$ cat src/rtl/rf_write_arbiter.sv
// rtl/rf_write_arbiter.sv - round-robin write arbiter for a shared clock-enabled register bank
// Optional RF_ARB_LOCK_EN adds req_lock so a granted requester can burst on consecutive cycles.
module rf_write_arbiter #(
  parameter int NREQ = 4,
  parameter int NREG = 8,
  parameter int AW   = 3
) (
  input  logic                 clk_n,
  input  logic                 rst_n,
  input  logic [NREQ-1:0]      req,
  input  logic [NREQ*AW-1:0]   req_addr,
  input  logic [NREQ*16-1:0]   req_data,
`ifdef RF_ARB_LOCK_EN
  input  logic [NREQ-1:0]      req_lock,
`endif
  output logic [NREQ-1:0]      ack,
  output logic                 err,
  output logic [15:0]          D,
  output logic [NREG-1:0]      clk_en,
  output logic                 busy
);

  localparam int IW = (NREQ > 1) ? $clog2(NREQ) : 1;

  logic [IW-1:0]   last;
  logic [NREQ-1:0] elig;
  logic            hold;
  logic            found;
  logic [IW-1:0]   idx;
  logic [IW-1:0]   win;
  logic [AW-1:0]   win_addr;
  logic [15:0]     win_data;
  logic            addr_ok;
  logic [NREG-1:0] win_en;

  // last always names the most recent winner, so a locked burst simply re-grants it
  always_comb begin
    hold = 1'b0;
`ifdef RF_ARB_LOCK_EN
    hold = |(ack & req & req_lock);
`endif
    elig = req & ~ack;
  end

  always_comb begin
    found = 1'b0;
    win   = last;
    idx   = last;
    if (hold) begin
      found = 1'b1;
    end else begin
      for (int k = 1; k <= NREQ; k++) begin
        idx = IW'((int'(last) + k) % NREQ);
        if (!found && elig[idx]) begin
          found = 1'b1;
          win   = idx;
        end
      end
    end
  end

  always_comb begin
    win_addr = req_addr[int'(win)*AW +: AW];
    win_data = req_data[int'(win)*16 +: 16];
    addr_ok  = (int'(win_addr) < NREG);
    win_en   = addr_ok ? (NREG'(1) << win_addr) : '0;
  end

  always_ff @(negedge clk_n or negedge rst_n) begin
    if (!rst_n) begin
      ack    <= '0;
      err    <= 1'b0;
      clk_en <= '0;
      D      <= 16'h0000;
      last   <= IW'(NREQ - 1);
    end else if (found) begin
      ack    <= NREQ'(1) << win;
      err    <= !addr_ok;
      clk_en <= win_en;
      D      <= win_data;
      last   <= win;
    end else begin
      ack    <= '0;
      err    <= 1'b0;
      clk_en <= '0;
    end
  end

  assign busy = (|clk_en) | err;

endmodule

$ cat config.mk
export PLATFORM = sky130hd
export DESIGN_NAME = rf_write_arbiter
export DESIGN_NICKNAME = d
export VERILOG_FILES = /design/src/rtl/rf_write_arbiter.sv
export SDC_FILE = /design/constraint.sdc
export NUM_CORES = 1
export LEC_CHECK = 0
export BUFFER_PORTS_ARGS = -buffer_cell sky130_fd_sc_hd__clkbuf_2
export CAP_MARGIN = 20
export CELL_PAD_IN_SITES_DETAIL_PLACEMENT = 1
export CELL_PAD_IN_SITES_GLOBAL_PLACEMENT = 2
export CORE_ASPECT_RATIO = 1.1
export CORE_UTILIZATION = 23
export DETAILED_ROUTE_END_ITERATION = 6
export HOLD_SLACK_MARGIN = 0.06
export PLACE_DENSITY = 0.87
export REMOVE_ABC_BUFFERS = 1
export SLEW_MARGIN = 30
export SYNTH_ARGS = -nofsm -noshare
export SYNTH_HDL_FRONTEND = slang
export SYNTH_SLANG_ARGS = --single-unit
$ cat constraint.sdc
create_clock -name clk_n -period 2.9 [get_ports clk_n]
set_input_delay 0.29 -clock clk_n [delete_from_list [all_inputs] [get_ports clk_n]]
set_output_delay 0.29 -clock clk_n [all_outputs]
set_load 0.1 [all_outputs]
==> impl_metrics.csv <==
group,metric,value,unit
setup_path,worstRegToRegCells,8,
global_route,grt_pass1_vias,2124,
synth,ys.flop_type,"dfrtn_1",
synth,synthArstFlopShare,1.00,
synth,synth_edf_count,0,
synth,yosys_warnings,0,
clock_network,clockBufferDepth,2,
cells_and_area,layout-drive-gt1-share,0.642,
run,drv_cap,0,
cells_and_area,antennaDiodeCount,0,
die,dieArea,7730,um2
sta,rsz0062_at_grt,"true",
synth,synth_area_per_cell,9.87,um2
setup_path,startpoint,"req[1]",
setup_path,endpoint_kind,"flop",
sta,final-setup-viol-count,25,
synth,netlist_top_cells_area,"dfrtn_1, mux2i_1, mux2_2",
synth,netlist_area,1700,um2
sta,setup-tns-final,-6.11,ns
die,io_pins,112,
route,dr.pass1.iters,6,
synth,ys_seq_area_frac,0.444,
cells_and_area,areaGrowthSynthToFinish,101,%
global_route,antenna_found_initial,0,
route,wl_per_cell,16.4,um
run_status,failed_checks,"design-rule violations, negative setup slack",
route,drtIter0Drc,61,
clock_network,cts_made_buffers,5,
route,viasPerCell,4.82,
synth,yosys.area.top_type,"dfrtn_1",
route,drc,5,
clock_network,root_buffer,"clkbuf_8",
synth,syn-instance-count,172,
setup_path,worstPathRequired,1.58,ns
placed_design,dp_hpwl,4850,um
synth,synth_top_area_frac,0.413,
synth,ys_ff_latch,30,
sta,fin_worst_skew,0.0511,ns
placed_design,port_buffers,110,
sta,finalHoldViolCount,0,
sta,slew_violations,0,
placed_design,place_ws,-0.644,ns
die,row_count,32,
clock_network,cts_sinks,30,
synth,synth.distinct_cells,32,
die,core_area,7090,um2
setup_path,cp_max_fo,5,
die,dieHeight,92.1,um
synth,yosysMostFrequentCell,"dfrtn_1",
clock_network,clk_pin_slew_worst_paths,0.05,ns
global_route,grt_start_max_net_pins,21,
sta,whs,0.508,ns
setup_path,worstSetupStartpointType,"input port",
hold_path,hp-class,"flop to flop",
setup_path,endpoint,"clk_en[0]",
setup_path,rrSetupSlack,0.70,ns
global_route,overflow,0,
route,antenna_left,0,
synth,synthTopCellsByCount,"dfrtn_1, nand2_1, mux2i_1",
global_route,grt_use_total,0.169,
setup_path,r2r-end,"clk_en[0]",
global_route,grt_pass1_wl,10300,um
route,drt-total-wl,6600,um
clock_network,htree_levels,2,
die,die_x,83.9,um
setup_path,path_class,"input port to flop",
route,vias,1934,
setup_path,arrival,1.87,ns
sta,worst_slack,-0.299,ns
run_status,outcome,"finished with violations",
clock_network,clock_latency,0.34,ns
clock_network,cts_tree,"built",
cells_and_area,fin_nets,397,
die,start_util,0.240,
placed_design,gp_congestion,0.759,
clock_network,hold_buffers,0,
setup_path,reg2reg_from,"last[0]",
-- critical path, stage by stage --
cell and delay [ns]:
buf_6 0.10, nor3b_4 0.14, a311o_1 0.34, a21oi_4 0.20, buf_12 0.14, inv_4 0.07
mux2i_4 0.21, mux2i_4 0.28, nor3_2 0.09
-- per-stage QoR --
step / util / cell area [um2] / instances
6_report: 0.483 / 3420 / 401
5_1_grt: 0.483 / 3420 / 401
4_1_cts: 0.459 / 3260 / 401
3_5_place_dp: 0.419 / 2970 / 384
3_3_place_gp: 0.419 / 2970 / 384
2_1_floorplan: - / 1650 / 162
-- timing repair --
item,CTS,global route
gates resized for setup,26,32
pin swaps,10,11
setup buffers,7,1
gates cloned,1,0
setup endpoints to repair,27,28
-- state kept, by name (all words and copies together) (netlist names) --
name and flops:
last 2, D 16, clk_en 8, ack 4
-- final cells by class --
type,count,area [um2]
fill,790,3670
timing repair buffer,145,1310
multi-input combinational,126,1140
sequential,30,753
tap,85,106
clock buffer,6,72.6
inverter,5,21.3
clock inverter,4,16.3
-- logic make-up (layout without fill, tap and decap cells) --
kind of cell / after synthesis / count (layout) / synth area share
AND/OR/NAND/NOR: 47 / 47 / 0.134
flip-flops: 30 / 30 / 0.444
other: 1 / 1 / 0.00221
AO/OA/AOI/OAI: 48 / 48 / 0.190
multiplexers: 30 / 30 / 0.186
buffers and inverters: 16 / 160 / 0.0435
-- cell usage in the layout (no fill, tap or decap), drive strengths merged --
cell type	count
clkbuf	85
buf	66
dfrtn	28
nand2	23
mux2i	17
mux2	13
a21oi	12
o22ai	11
a31oi	11
nor3	8
inv	7
a211o	5
a211oi	5
nor2	4
nand2b	4
dfstp	2
nor4	2
clkinv	2
o2bb2ai	1
nor3b	1
nor2b	1
o221ai	1
a311o	1
and3	1
nand4	1
and4	1
or3	1
o21ai	1
conb	1
-- metal layers --
| metal | global-route usage | share of wire | vias up |
|---|---|---|---|
| met2 | 0.314 | 0.54 | 68 |
| met1 | 0.182 | 0.39 | 934 |
| met5 | 0 | 0 | - |
| met3 | 0.0450 | 0.052 | 12 |
| li1 | - | - | 920 |
| met4 | 0.0647 | 0.019 | 0 |
-- how the worst min path moves through the flow --
stage | from | end | slack [ns] | depth (start not counted)
floorplan | last[0] | D[0] | 0.78 | 3
global placement | D[6] | D[6] | 0.50 | 1
detailed placement | D[11] | D[11] | 0.51 | 1
CTS | D[6] | D[6] | 0.51 | 1
global route | D[7] | D[7] | 0.52 | 1
finish | D[6] | D[6] | 0.51 | 1
Power is left out: the tool's default activity adds up to more than one toggle a clock period on the data nets, which glitch-free logic cannot reach.
